<file path="config.mk">
export PLATFORM = sky130hd
export DESIGN_NAME = relu_maxpool
export DESIGN_NICKNAME = d
export VERILOG_FILES = /design/src/rtl/relu_maxpool.sv
export SDC_FILE = /design/constraint.sdc
export NUM_CORES = 1
export LEC_CHECK = 0
export CORE_MARGIN = 3
export CORE_UTILIZATION = 40
export CTS_BUF_LIST = sky130_fd_sc_hd__clkbuf_16
export DETAILED_ROUTE_END_ITERATION = 8
export SETUP_SLACK_MARGIN = 0.2
export SLEW_MARGIN = 20
export SYNTH_ARGS = -nofsm -noshare
export SYNTH_HDL_FRONTEND = slang
export SYNTH_SLANG_ARGS = --single-unit
export TNS_END_PERCENT = 30
</file>
<file path="constraint.sdc">
create_clock -name clk -period 7.65 [get_ports clk]
set_input_delay 1.1475 -clock clk [delete_from_list [all_inputs] [get_ports clk]]
set_output_delay 1.1475 -clock clk [all_outputs]
set_load 0.1 [all_outputs]
</file>
<file path="src/rtl/relu_maxpool.sv">
// ---------------------------------------------------------------------------
// relu_maxpool
//
// Purpose:
//   Post-processing stage behind the 5x5 conv engine. Each raw signed 32-bit
//   conv result arriving in raster order gets the per-map bias added, is
//   clamped at zero (ReLU), requantized by an arithmetic right shift and
//   saturated to int8. The int8 values are then max-pooled over 2x2 windows
//   with stride 2, producing an INSIZE/2 x INSIZE/2 map on a valid/ready
//   output stream.
//
// Handshake: a transfer happens on a rising edge where valid && ready are
//   both high; a producer holding valid keeps its data stable until that
//   edge, and ready never depends on the same-side valid.
//
// Ports:
//   clk          in   1   clock, rising edge
//   rst_n        in   1   synchronous active-low reset
//   bias         in   32  signed per-map bias, stable for a whole map
//   in_valid     in   1   in_data valid
//   in_ready     out  1   block accepts in_data this cycle
//   in_data      in   32  signed conv result, row-major raster
//   out_valid    out  1   out_data valid
//   out_ready    in   1   consumer accepts out_data this cycle
//   out_data     out  8   pooled result, 0..127
//   out_last     out  1   marks the final pooled pixel of a map
//   o_dbg_state  out  1   pooling FSM state (0 = even row, 1 = odd row)
// ---------------------------------------------------------------------------
module relu_maxpool #(
    parameter int INSIZE = 28,
    parameter int SHIFT  = 8
) (
    input  logic        clk,
    input  logic        rst_n,
    input  logic [31:0] bias,
    input  logic        in_valid,
    output logic        in_ready,
    input  logic [31:0] in_data,
    output logic        out_valid,
    input  logic        out_ready,
    output logic [7:0]  out_data,
    output logic        out_last,
    output logic        o_dbg_state
);

    localparam int HALF = INSIZE / 2;
    localparam int CW   = $clog2(INSIZE);
    localparam int HW   = (HALF > 1) ? $clog2(HALF) : 1;

    typedef enum logic {
        EVEN_ROW = 1'b0,
        ODD_ROW  = 1'b1
    } state_t;

    state_t           r_state;
    state_t           w_next_state;

    logic [CW-1:0]    r_row;
    logic [CW-1:0]    r_col;
    logic [7:0]       r_pair;
    logic [7:0]       r_linebuf [HALF];

    logic             w_xfer;
    logic             w_col_last;
    logic             w_row_last;
    logic [HW-1:0]    w_half;
    logic [7:0]       w_lb_rd;

    logic signed [32:0] w_sum;
    logic signed [32:0] w_relu;
    logic signed [32:0] w_q;
    logic [7:0]       w_p;
    logic [7:0]       w_max2;
    logic [7:0]       w_max3;

    logic             w_pair_load;
    logic             w_lb_write;
    logic             w_out_load;

    // Output side is a single register stage, so a new input can be taken
    // whenever that register is empty or is being drained this cycle.
    assign in_ready    = !out_valid || out_ready;
    assign w_xfer      = in_valid && in_ready;
    assign o_dbg_state = r_state;

    // Bias add at 33 bits so that no operand combination can wrap.
    assign w_sum  = $signed({in_data[31], in_data}) + $signed({bias[31], bias});
    assign w_relu = w_sum[32] ? 33'sd0 : w_sum;
    assign w_q    = w_relu >>> SHIFT;
    assign w_p    = (w_q > 33'sd127) ? 8'd127 : w_q[7:0];

    assign w_col_last = (r_col == CW'(INSIZE - 1));
    assign w_row_last = (r_row == CW'(INSIZE - 1));
    assign w_half     = HW'(r_col >> 1);
    assign w_lb_rd    = r_linebuf[w_half];

    // All pooled operands lie in 0..127, so unsigned compares are exact.
    assign w_max2 = (r_pair > w_p) ? r_pair : w_p;
    assign w_max3 = (w_lb_rd > w_max2) ? w_lb_rd : w_max2;

    // Pooling FSM: even rows fold horizontal pairs into the line buffer,
    // odd rows fold their pairs with the stored value to finish a window.
    always_comb begin
        w_next_state = r_state;
        w_pair_load  = 1'b0;
        w_lb_write   = 1'b0;
        w_out_load   = 1'b0;
        if (w_xfer) begin
            if (!r_col[0]) begin
                w_pair_load = 1'b1;
            end else if (r_state == EVEN_ROW) begin
                w_lb_write = 1'b1;
            end else begin
                w_out_load = 1'b1;
            end
            if (w_col_last) begin
                w_next_state = (r_state == EVEN_ROW) ? ODD_ROW : EVEN_ROW;
            end
        end
    end

    always_ff @(posedge clk) begin
        if (!rst_n) begin
            r_state   <= EVEN_ROW;
            r_row     <= '0;
            r_col     <= '0;
            r_pair    <= 8'd0;
            out_valid <= 1'b0;
            out_data  <= 8'd0;
            out_last  <= 1'b0;
        end else begin
            r_state <= w_next_state;

            if (w_xfer) begin
                if (w_col_last) begin
                    r_col <= '0;
                    r_row <= w_row_last ? '0 : r_row + 1'b1;
                end else begin
                    r_col <= r_col + 1'b1;
                end
            end

            if (w_pair_load) begin
                r_pair <= w_p;
            end

            // A fresh result takes priority over draining; data and last
            // only change on a load, so they hold through backpressure.
            if (w_out_load) begin
                out_valid <= 1'b1;
                out_data  <= w_max3;
                out_last  <= w_row_last && w_col_last;
            end else if (out_ready) begin
                out_valid <= 1'b0;
            end
        end
    end

    // Line buffer is never cleared: every even row rewrites each entry
    // before the following odd row reads it.
    always_ff @(posedge clk) begin
        if (rst_n && w_lb_write) begin
            r_linebuf[w_half] <= w_max2;
        end
    end

endmodule

</file>
Yosys cells after proc, flatten, opt, wreduce, memory -nomap -nowiden. Memories as Yosys holds them, arrays and structs flattened. A register that Yosys moved wholly into a read port is not among the register bits. Cells that the tools add are included.

Register bits after elaboration: 29. Bits in latches: 0. RAM bits: 112. Memory bits (read-only): 0. Bits of input ports: 68. Output and inout port bits: 12. Logic and storage cells: 43. Memories kept: 1.

Add/subtract/negate cells: 3. Multipliers: 0. Div/mod/pow operators: 0. $lt $le $gt $ge: 3. Equality and inequality tests: 2. Shift-type cells: 0. Muxes and demuxes: 20. Bitwise logic cells: 0. Reduce and logical (&&, ||, !) cells: 7.

Memory list: r_linebuf (words 14, width 8, rd ports 1, clocked after memory_dff 1, write ports 1, RTL line 61) `logic [7:0] r_linebuf [HALF];`.

Operators with widths (count): 32-bit by 32-bit adder with 33-bit output (1); 32-bit two-way mux (1); 24-bit by 7-bit > comparator with 1-bit output, second input constant (1); 8-bit two-way mux (3); 8-bit > comparator (2); 1-bit two-way mux (12); 5-bit by 1-bit adder with 5-bit output, second input constant (2); 5-bit == test, second input constant (2); 5-bit two-way mux (2); 4-bit two-way mux (2); 1-bit logical AND (3); 2-bit AND reduction (1); 2-bit nonzero test (1); 1-bit logical NOT (1); 1-bit logical OR (1).

Logic depth before layout (Yosys ltp). Gate-level depths: netlist of the first run.

Depth in word-level cells: 8. Depth in mapped cells: 34. Depth with buffers taken out: 31.

Worst setup path after synthesis of the first run. Ideal clock, no wire load.

Path type: in2reg. Start point: input port bias[15]. End point: register out_data[2]. Library setup time: 118 ps. Data arrival time: 7946 ps. Data required time: 7532 ps. Slack: -413 ps. Stages: 31. Buffers on the path: 2. Cells stage by stage: ha_1 -> nand2_1 -> or4_1 -> o221ai_1 -> a21o_2 -> mux2i_1 -> o211ai_1 -> or4_1 -> buf_2 -> o41ai_1 -> ha_1 -> nand4_1 -> nor2_1 -> nand2_1 -> o221ai_1 -> a22o_1 -> a21o_2 -> nor2_1 -> buf_4 -> mux2_1 -> ha_1 -> a21o_1 -> a21o_1 -> a21oi_1 -> o21ai_0 -> nand2_1 -> clkinv_1 -> a21oi_1 -> mux2i_1 -> or3_1 -> a32o_1.

Word-level cells in the longest chain between the ends: 8.

RTL lines: start: declaration (RTL line 35) `input logic [31:0] bias,`; 32-bit by 32-bit adder with 33-bit output * (RTL line 87) `assign w_sum = $signed({in_data[31], in_data}) + $signed({bias[31], bias});`; 32-bit two-way mux * (RTL line 88) `assign w_relu = w_sum[32] ? 33'sd0 : w_sum;`; 24-bit by 7-bit > comparator with 1-bit output (RTL line 90) `assign w_p = (w_q > 33'sd127) ? 8'd127 : w_q[7:0];`; 8-bit two-way mux * (RTL line 90); 8-bit > comparator (RTL line 98) `assign w_max2 = (r_pair > w_p) ? r_pair : w_p;`; 8-bit two-way mux * (RTL line 98); 8-bit > comparator (RTL line 99) `assign w_max3 = (w_lb_rd > w_max2) ? w_lb_rd : w_max2;`; 8-bit two-way mux * (RTL line 99); end signal: assignment (RTL line 151) `out_data <= w_max3;`; end: declaration (RTL line 41) `output logic [7:0] out_data,`.

Every way passes the cells marked *; elsewhere a longest branch is shown, timed or not. A chain may end at the register's enable or synchronous reset.

Worst setup path after layout of the first run.
Start point: input port bias[17]. End point: register out_data[2].

The elaborated chain is that of the path after synthesis.

==> key figures, run 1 <==
Outcome
  • Outcome: complete, no violations

Timing
  • Worst-case hold slack: roughly 470 ps
  • Worst slew margin: 0.305
  • Fin. max-slew vios: 0
  • Slew @ Worst Pin: 1040 ps
  • Achievable Freq: between 100 and 150 MHz
  • Tcrit/Tclk final: 0.934
  • Setup violations, final: 0
  • Final Skew: 8.36 ps
  • Fin. Hold Viols: 0
  • Period minus WS final: approximately 7100 ps
  • RSZ-0062 raised after global routing: no

Global route
  • Largest net degree at the start of global routing: 33
  • All-Layer GR Usage: 0.192
  • GR Overflow Total: 0
  • Antenna violations before repair: 0
  • First-pass GRT wire length: ~33000 um
  • Number of global-route vias before repair: 6452

Setup path
  • CP Capture Type: flop
  • Required time worst endpoint: about 8000 ps
  • Critical path type: in2reg
  • CP max FO: 5
  • Worst path max stage delay: between 500 and 600 ps
  • Critical path data arrival time: about 7500 ps
  • Startpoint types: input pin
  • Slowest-stage cell, CP: or4_4

Die
  • Starting Density: 0.412
  • Die Span Y: 148 um
  • Cell Rows: 51
  • Die area: ~22000 um^2
  • Num ports: 80
  • Placeable Area: between 15000 and 20000 um^2
  • Die W: 148 um

Yosys
  • Yosys cell types: just under 70
  • Ys Warns: 0
  • Synth Area per Inst: 11.8 um^2
  • Synth Area in Simple Gates: 0.119
  • Post-synthesis adder-cell area fraction: 0.0741
  • Seq/Total Area, Yosys: 0.497
  • Synth Net Count: 800
  • Post-synth EDFFs: between 100 and 150
  • Async SR Flop Fraction: 0
  • Mux cell area share after synthesis: 0.128
  • Complex-gate fraction of the synthesized area: 0.139
  • Largest family of logic cells by synthesized area: compound AO/OA/AOI/OAI gates
  • Post-synthesis xor/xnor area fraction: 0.0184
  • Top_reg_cell synth: edfxtp_1
  • Flops & latches, synth: ~150
  • Syn Std Cell Area: approximately 8000 um^2
  • Post-Syn Instances: just under 700

CTS
  • Max Root-Sink Buffers: 2
  • Clk pin slew, worst setup/hold paths: about 60 ps
  • Clk root buf: clkbuf_16
  • Clock latency on the worst-skew pair: 420 ps
  • # clock sinks: 145
  • Cts bufs inserted: 17
  • CTS Hold Buffers Added: 0
  • # H-tree levels: 4
  • CTS tree: built

Finish
  • Ant. Diodes: 0
  • Area Overhead vs Synth: 44.4%
  • Fraction of layout cells with a size suffix above 1: 0.351
  • Fin util: 0.595
  • Commonest non-fill, non-tap cell in the layout: buf_4
  • Final std cells w/o fill: ~1200
  • Fin nets: around 1000
  • Final Cell Area: approximately 12000 um^2
  • Commonest cells after routing, fill and taps aside: buf_4, edfxtp_1, dlymetal6s2s_1

Placed design
  • PortBufs: between 70 and 80
  • Post-Place Cell Area: about 10000 um^2
  • Placed instance count: between 1000 and 1500
  • Dpl hpwl: roughly 16000 um
  • Placer Congestion: 0.891

Detailed routing
  • Routed vias/inst: between 5 and 6
  • Wire per inst: roughly 18 um
  • DRC violations left: 0
  • Initial DRC Count: 278
  • Total Wirelength: around 22000 um
  • Pre-antenna DRT Iters: 5
  • Remaining antenna violation count: 0
  • Via count: ~6400

Job
  • Max-Cap Viols: 0

Power
  • Pleak: approximately 4.7 nW
  • Worst vdd ir: about 0.16 mV
  • Overall power: 2.21 mW
  • Power per cell area: about 190 nW/um^2

Hold path
  • HP Class: reg2reg
[what timing repair did]
action / in CTS / in global routing
resized for setup: 5 / 154
pin swaps: 3 / 73
buffers inserted: 3 / 17
endpoints found under the setup margin: 5 / 8
[power breakdown]
part / total (mW) / switching, mW / leakage [nW] / internal (mW)
combinational: 0.552 / 0.276 / 3.16 / 0.275
clock: 0.776 / 0.326 / 0.267 / 0.450
sequential: 0.884 / 0.00867 / 1.26 / 0.876
total: 2.21 / 0.611 / 4.68 / 1.60
[critical path, delay by kind of cell]
kind,cells,cell delay (ps)
muxes,2,420
adders and majority gates,3,920
AOI/OAI and AO/OA,13,2480
and+or+nand+nor,10,1890
buffers and inverters,4,590
[final timing paths]
kind / slack, ps / start / cells past startpoint / end
min reg2reg: 470 / out_data[6]$_SDFFE_PN0P_ / 2 / out_data[6]$_SDFFE_PN0P_
min: 470 / out_data[6]$_SDFFE_PN0P_ / 2 / out_data[6]$_SDFFE_PN0P_
max: 510 / bias[17] / 32 / out_data[2]$_SDFFE_PN0P_
max reg2reg: 3400 / r_pair[5]$_SDFFE_PN0P_ / 20 / out_data[2]$_SDFFE_PN0P_
[cells in the mapped netlist, drive strengths merged, types with 9 or more instances]
| library cell | count | area [um^2] |
|---|---|---|
| a21o | 12 | 92.6 |
| a21oi | 53 | 265 |
| a31oi | 9 | 56.3 |
| and2 | 9 | 56.3 |
| buf | 10 | 47.5 |
| clkbuf | 16 | 60.1 |
| dfxtp | 33 | 661 |
| edfxtp | 112 | 3360 |
| ha | 48 | 601 |
| inv | 24 | 90.1 |
| mux2 | 14 | 158 |
| mux2i | 18 | 180 |
| mux4 | 31 | 698 |
| nand2 | 40 | 153 |
| nand2b | 9 | 56.3 |
| nand3 | 18 | 90.1 |
| nor2 | 46 | 175 |
| nor2b | 12 | 75.1 |
| nor3 | 20 | 100 |
| o21ai | 32 | 160 |
| o31ai | 9 | 81.3 |
| xnor2 | 10 | 87.6 |
[layout make-up]
cell class / count / area (um^2)
Clock inverter: 15 / 136
Multi-Input combinational cell: 488 / 4650
Inverter: 25 / 95.1
Tap cell: 265 / 332
Fill cell: 1573 / 7950
Timing Repair Buffer: 221 / 2040
Clock buffer: 17 / 425
Sequential cell: 145 / 4030
[flip-flops by register name (all words and copies together), names as in the netlist, named ones only]
name / cells
r_linebuf: 112
out_data: 8
r_pair: 8
r_col: 5
r_row: 5
o_dbg_state: 1
out_last: 1
out_valid: 1
[logic make-up after synthesis]
group | count (synthesis)
xor+xnor | 17
fa+ha+maj | 48
flops | 145
other cells | 1
compound gates | 171
simple gates | 188
buf+inv | 51
mux | 63
[metal layers]
layer	GRT usage	vias to the layer above	wire [um]
met3	0.0417	32	806
met2	0.325	143	10800
met5	0	-	0
met1	0.241	3115	9590
met4	0.0771	0	498
li1	-	3099	-
[per-stage QoR]
stage / setup WS, ps / setup TNS (ps)
floorplan: 207 / 0
global placement: -389 / -1580
detailed placement: -457 / -1940
CTS: 202 / 0
global route: 142 / 0
finish: 506 / 0
Power figures use the tool's default switching activity.
==> run 2, diff against run 1 <==
MAX_ROUTING_LAYER = met4   (was unset)
==> run 2 against run 1 <==
  * Fmax shrank 3.6%
  * Cell count is 0.17% lower
  * Critical path depth shrank 1
  * Non-clock buffer count down 1
  * Worst hold slack better by 10 ps
  * Core utilization shrank 2.0 points
  * Critical endpoint unchanged
==> key figures, run 2 (synthesized netlist as in run 1, its figures left out) <==
Placed design
  • Placed instance count: 1130 (+0.53%)
  • Post-Place Cell Area: 10300 um^2 (+0.44%)
  • PortBufs: 79 (unchanged)
  • Dpl ws: -485 ps (-28.4 ps)
  • Placer Congestion: 0.916 (+2.7%)
  • Dpl hpwl: 16200 um (+1.3%)

Timing
  • Period minus WS final: 7410 ps (+264 ps)
  • TNS Setup: 0 ps (unchanged)
  • RSZ-0062 raised after global routing: yes
  • Fin. max-slew vios: 0 (unchanged)
  • Worst slew margin: 0.317 (+0.0120)
  • Fin. Hold Viols: 0 (unchanged)
  • Final Skew: 13.3 ps (+4.91 ps)
  • Slew @ Worst Pin: 1020 ps (-18.0 ps)
  • Achievable Freq: 135 MHz (-3.6%)
  • Setup violations, final: 0 (unchanged)
  • Tcrit/Tclk final: 0.968 (+0.0344)
  • PnR worst setup slack: 243 ps (-264 ps)

Finish
  • Commonest non-fill, non-tap cell in the layout: buf_4
  • Ant. Diodes: 0 (unchanged)
  • Largest regs: r_linebuf: 112 flops, out_data: 8 flops, r_pair: 8 flops
  • Reg with most FFs: r_linebuf
  • Fraction of layout cells with a size suffix above 1: 0.315 (-0.0366)
  • Commonest cells after routing, fill and taps aside: buf_4, edfxtp_1, clkdlybuf4s50_1
  • Area Overhead vs Synth: 39.6%
  • Final std cells w/o fill: 1174 (-0.17%)
  • Final Cell Area: 11300 um^2 (-3.3%)
  • Filler Cell Count: 1711 (+8.8%)
  • Seq. cell area: 4030 um^2 (unchanged)
  • Max FFs per register: 112 (unchanged)
  • Fin nets: 1013 (-0.099%)
  • Multi-input logic area: 4390 um^2 (-5.6%)

Setup path
  • Required time worst endpoint: 7960 ps (about the same)
  • R2R cell count: 20 (unchanged)
  • Startpoint types: input pin
  • CP max FO: 6 (+1)
  • CP Capture Type: flop
  • FF-to-FF End: out_data[2]$_SDFFE_PN0P_
  • Worst path max stage delay: 440 ps (-100 ps)
  • Worst R2R Setup Slack: 3380 ps (-20 ps)
  • Critical path type: in2reg
  • Worst reg2reg startpoint: r_pair[5]$_SDFFE_PN0P_
  • Slowest-stage cell, CP: or4_4
  • Critical path data arrival time: 7710 ps (+250 ps)

Die
  • Die W: 148 um (unchanged)
  • Placeable Area: 19700 um^2 (unchanged)
  • Starting Density: 0.412 (unchanged)
  • Num ports: 80 (unchanged)
  • Die area: 22000 um^2 (unchanged)
  • Cell Rows: 51 (unchanged)
  • Die Span Y: 148 um (unchanged)

Power
  • Pleak: 4.28 nW (-8.7%)
  • P_int: 1.62 mW (+1.3%)
  • Net Switching: 0.600 mW (-1.8%)
  • Power per cell area: 196 nW/um^2 (+3.9%)
  • Worst vdd ir: 0.156 mV (-3.4%)
  • Sw Ratio: 0.270 (-0.00614)
  • Flop pwr share: 0.398 (-0.002)
  • Overall power: 2.22 mW (+0.48%)
  • Part of the power in the clock network: 0.364 (+0.013)
  • Logic pwr share: 0.239 (-0.010)

CTS
  • Max Root-Sink Buffers: 2 (unchanged)
  • Clk root buf: clkbuf_16
  • CTS tree: built
  • Cts bufs inserted: 17 (unchanged)
  • # H-tree levels: 4 (unchanged)
  • Clock latency on the worst-skew pair: 410 ps (about the same)
  • # clock sinks: 145 (unchanged)
  • Clk pin slew, worst setup/hold paths: 60 ps (about the same)

Global route
  • Largest net degree at the start of global routing: 33 (unchanged)
  • GR Overflow Total: 0 (unchanged)
  • Number of global-route vias before repair: 6514 (+0.96%)
  • First-pass GRT wire length: 34200 um (+2.4%)
  • Antenna violations before repair: 0 (unchanged)
  • All-Layer GR Usage: 0.201 (+0.00851)

Outcome
  • Outcome: complete, no violations

Hold path
  • Hold Crit Start: out_data[5]$_SDFFE_PN0P_
  • WHS Path Cells: 2 (unchanged)
  • Hold Path Sink: out_data[5]$_SDFFE_PN0P_
  • HP Class: reg2reg

Detailed routing
  • Wire per inst: 18.3 um (-0.42%)
  • Total Wirelength: 21500 um (-0.59%)
  • Via count: 6384 (-0.078%)
  • DRC violations left: 0 (unchanged)
  • Remaining antenna violation count: 0 (unchanged)
  • Routed vias/inst: 5.44 (about the same)
  • Pre-antenna DRT Iters: 4 (-1)
  • Initial DRC Count: 385 (+38%)

Job
  • Max-Cap Viols: 0 (unchanged)
[run 2: cell count changes in the layout (fill, tap and decap cells not counted), sizes merged]
cell | previous run | this run
bufinv | 1 | 2
buf | 143 | 141
clkinvlp | 4 | 3
dlymetal6s2s | 52 | 8
dlygate4sd2 | 0 | 2
inv | 29 | 30
clkbuf | 18 | 17
clkdlybuf4s50 | 25 | 69
clkinv | 6 | 4
[run 2: timing repair]
item,in CTS,in global routing
hold endpoints to repair,0,0
hold buffers,0,0
buffers inserted,9,4
pin swaps,9,23
setup endpoints to repair,6,8
gates resized for setup,15,58
[run 2: metrics by stage]
step / util / hold slack (ps)
6_report: 0.576 / 481
4_1_cts: 0.560 / 482
3_3_place_gp: 0.522 / 460
3_5_place_dp: 0.522 / 474
5_1_grt: 0.576 / 517
2_1_floorplan: - / 479
[run 2: worst max path at each step]
stage / end / startpoint / cells past startpoint
2_1_floorplan: out_data[2]$_SDFFE_PN0P_ / bias[8] / 34
3_3_place_gp: out_data[2]$_SDFFE_PN0P_ / bias[8] / 33
3_5_place_dp: out_data[2]$_SDFFE_PN0P_ / bias[1] / 33
4_1_cts: out_data[2]$_SDFFE_PN0P_ / bias[4] / 33
5_1_grt: out_data[2]$_SDFFE_PN0P_ / bias[4] / 33
6_report: out_data[2]$_SDFFE_PN0P_ / bias[17] / 31
[run 2: power groups by stage]
| stage | Sequential [mW] | Combinational [mW] | Clock [mW] |
|---|---|---|---|
| 2_1_floorplan | 0.897 | 0.256 | 0 |
| 3_3_place_gp | 0.900 | 0.464 | 0 |
| 3_5_place_dp | 0.900 | 0.470 | 0 |
| 4_1_cts | 0.883 | 0.492 | 0.824 |
| 5_1_grt | 0.885 | 0.577 | 0.855 |
| 6_report | 0.884 | 0.530 | 0.808 |
[run 2: area by class of cell]
type,instances,share of cell area
sequential,145,0.356
multi-input combinational,488,0.388
timing repair buffer,220,0.167
inverter,25,0.00841
clock buffer,17,0.0376
tap,265,0.0293
clock inverter,14,0.0139
[run 2: worst max-delay path, delay by kind of cell]
kind / cells / cell delay (ps)
AOI/OAI and AO/OA: 17 / 3180
and+or+nand+nor: 6 / 1390
adders and majority gates: 3 / 850
buffers and inverters: 3 / 720
muxes: 2 / 430
[run 2: metal layers]
metal  part of all wire  GRT usage  up-vias
met3              0.038     0.0308       25
met2               0.51      0.342      147
li1                   -          -     3102
met5                  0          -        -
met4              0.018     0.0554        0
met1               0.44      0.251     3110
==> run 3, diff against run 2 <==
CORE_MARGIN = unset   (was 3)
==> run 3 against run 2 <==
  * First-iteration DRC count fell by 22%
  * Sequential power barely moved
  * Via count rose by 0.86%
  * Sequential cell count did not move
  * Clock skew fell by 7.8 ps
  * Largest power group unchanged
==> key figures, run 3 (synthesized netlist as in run 1, its figures left out) <==
CTS
  • # H-tree levels: 4 (unchanged)
  • Cts bufs inserted: 17 (unchanged)
  • Max Root-Sink Buffers: 2 (unchanged)
  • # clock sinks: 145 (unchanged)
  • CTS tree: built
  • Clk root buf: clkbuf_16
  • Clock latency on the worst-skew pair: 420 ps (about the same)
  • Clk pin slew, worst setup/hold paths: 60 ps (about the same)

Hold path
  • HP Class: reg2reg

Detailed routing
  • DRC violations left: 0 (unchanged)
  • Via count: 6439 (+0.86%)
  • Pre-antenna DRT Iters: 4 (unchanged)
  • Initial DRC Count: 300 (-22%)
  • Routed vias/inst: 5.42 (-0.24%)
  • Total Wirelength: 22200 um (+3.1%)
  • Wire per inst: 18.7 um (+2.0%)
  • Remaining antenna violation count: 0 (unchanged)

Die
  • Die Span Y: 144 um (-2.7%)
  • Cell Rows: 51 (unchanged)
  • Placeable Area: 19700 um^2 (unchanged)
  • Num ports: 80 (unchanged)
  • Die W: 144 um (-2.7%)
  • Starting Density: 0.412 (unchanged)
  • Die area: 20800 um^2 (-5.3%)

Setup path
  • CP max FO: 6 (unchanged)
  • CP Capture Type: flop
  • Worst path max stage delay: 510 ps (+70 ps)
  • Startpoint types: input pin
  • Most frequent CP cell: buf_6
  • Critical path data arrival time: 7540 ps (-170 ps)
  • Required time worst endpoint: 7980 ps (+20 ps)
  • Slowest-stage cell, CP: or4_4
  • Critical path type: in2reg

Timing
  • Slew @ Worst Pin: 1020 ps (-3.12 ps)
  • Achievable Freq: 139 MHz (+2.7%)
  • Fin. max-slew vios: 0 (unchanged)
  • Setup violations, final: 0 (unchanged)
  • RSZ-0062 raised after global routing: no
  • Tcrit/Tclk final: 0.943 (-0.0257)
  • Final Skew: 5.48 ps (-7.79 ps)
  • Worst slew margin: 0.319 (+0.00209)
  • Period minus WS final: 7210 ps (-196 ps)
  • Fin. Hold Viols: 0 (unchanged)

Power
  • Pleak: 4.68 nW (+9.5%)
  • Worst vdd ir: 0.160 mV (+3.0%)
  • Power per cell area: 194 nW/um^2 (-1.2%)

Finish
  • Area Overhead vs Synth: 45.3%
  • Fraction of layout cells with a size suffix above 1: 0.358 (+0.0433)
  • Final Cell Area: 11800 um^2 (+4.1%)
  • Largest regs: r_linebuf: 112 flops, out_data: 8 flops, r_pair: 8 flops
  • Max FFs per register: 112 (unchanged)
  • Ant. Diodes: 0 (unchanged)
  • Reg with most FFs: r_linebuf
  • Final std cells w/o fill: 1187 (+1.1%)
  • Commonest cells after routing, fill and taps aside: buf_4, edfxtp_1, nor2_1
  • Commonest non-fill, non-tap cell in the layout: buf_4
  • Fin nets: 1025 (+1.2%)

Global route
  • Number of global-route vias before repair: 6617 (+1.6%)
  • All-Layer GR Usage: 0.219 (+0.0181)
  • Antenna violations before repair: 0 (unchanged)
  • First-pass GRT wire length: 33300 um (-2.6%)
  • Largest net degree at the start of global routing: 33 (unchanged)
  • GR Overflow Total: 0 (unchanged)

Placed design
  • Placer Congestion: 0.908 (-0.85%)
  • Dpl hpwl: 16500 um (+1.8%)
  • Post-Place Cell Area: 10200 um^2 (-0.34%)
  • Placed instance count: 1127 (-0.27%)
  • PortBufs: 79 (unchanged)

Job
  • Max-Cap Viols: 0 (unchanged)

Outcome
  • Outcome: complete, no violations
-- run 3: changes by cell type in the layout (fill, tap and decap cells not counted), sizes merged --
cell and change:
clkdlybuf4s50 -42, dlymetal6s2s +35, buf +12, clkbuf +8, clkinv +1, clkinvlp -1, dlygate4sd2 -1, inv +1
-- run 3: critical path, delay by kind of cell --
kind,cells,cell delay [ps]
multiplexers,3,840
AND/OR/NAND/NOR,8,1610
AO/OA/AOI/OAI,13,2410
buffers and inverters,5,690
adder cells (fa/ha/maj),3,860
-- run 3: metrics by stage --
stage / util / setup TNS, ps / total power [mW] / worst slack [ps] / hold WS (ps)
detailed placement: 0.521 / -2020 / 1.37 / -390 / 489
global route: 0.599 / 0 / 2.37 / 131 / 520
floorplan: - / 0 / 1.15 / 207 / 479
finish: 0.599 / 0 / 2.29 / 439 / 500
global placement: 0.521 / -2030 / 1.36 / -418 / 467
CTS: 0.557 / 0 / 2.22 / 159 / 504
-- run 3: final timing paths --
| check | end | from | slack, ps | depth (start not counted) |
|---|---|---|---|---|
| max | out_data[3]$_SDFFE_PN0P_ | in_data[13] | 440 | 32 |
| min reg2reg | out_data[2]$_SDFFE_PN0P_ | out_data[2]$_SDFFE_PN0P_ | 500 | 1 |
| max reg2reg | out_data[3]$_SDFFE_PN0P_ | r_pair[5]$_SDFFE_PN0P_ | 3480 | 20 |
| min | out_data[2]$_SDFFE_PN0P_ | out_data[2]$_SDFFE_PN0P_ | 500 | 1 |
-- run 3: area by class of cell --
class                           count  area [um^2]
Inverter                           25         95.1
Tap cell                          265          332
Multi-Input combinational cell    488         4650
Fill cell                        1594         7880
Clock inverter                     15          196
Sequential cell                   145         4030
Timing Repair Buffer              232         2050
Clock buffer                       17          425
-- run 3: per-layer routing --
metal  global-route usage  vias to the layer above  part of all wire
met3               0.0295                       40             0.039
met5                    -                        -                 0
met2                0.396                      152              0.53
met1                0.246                     3130              0.40
met4               0.0798                        0             0.025
li1                     -                     3117                 -
-- run 3: power by group --
group          internal (mW)  switching [mW]  total, mW
logic                  0.274           0.279      0.553
registers              0.875         0.00775      0.883
clock network          0.498           0.352      0.850
-- run 3: what timing repair did --
action                                  CTS  global route
gates cloned                              0             0
endpoints found under the setup margin    6             7
resized for setup                        12           152
hold buffers                              0             0
pin swaps                                12            67
buffers inserted                          4            24
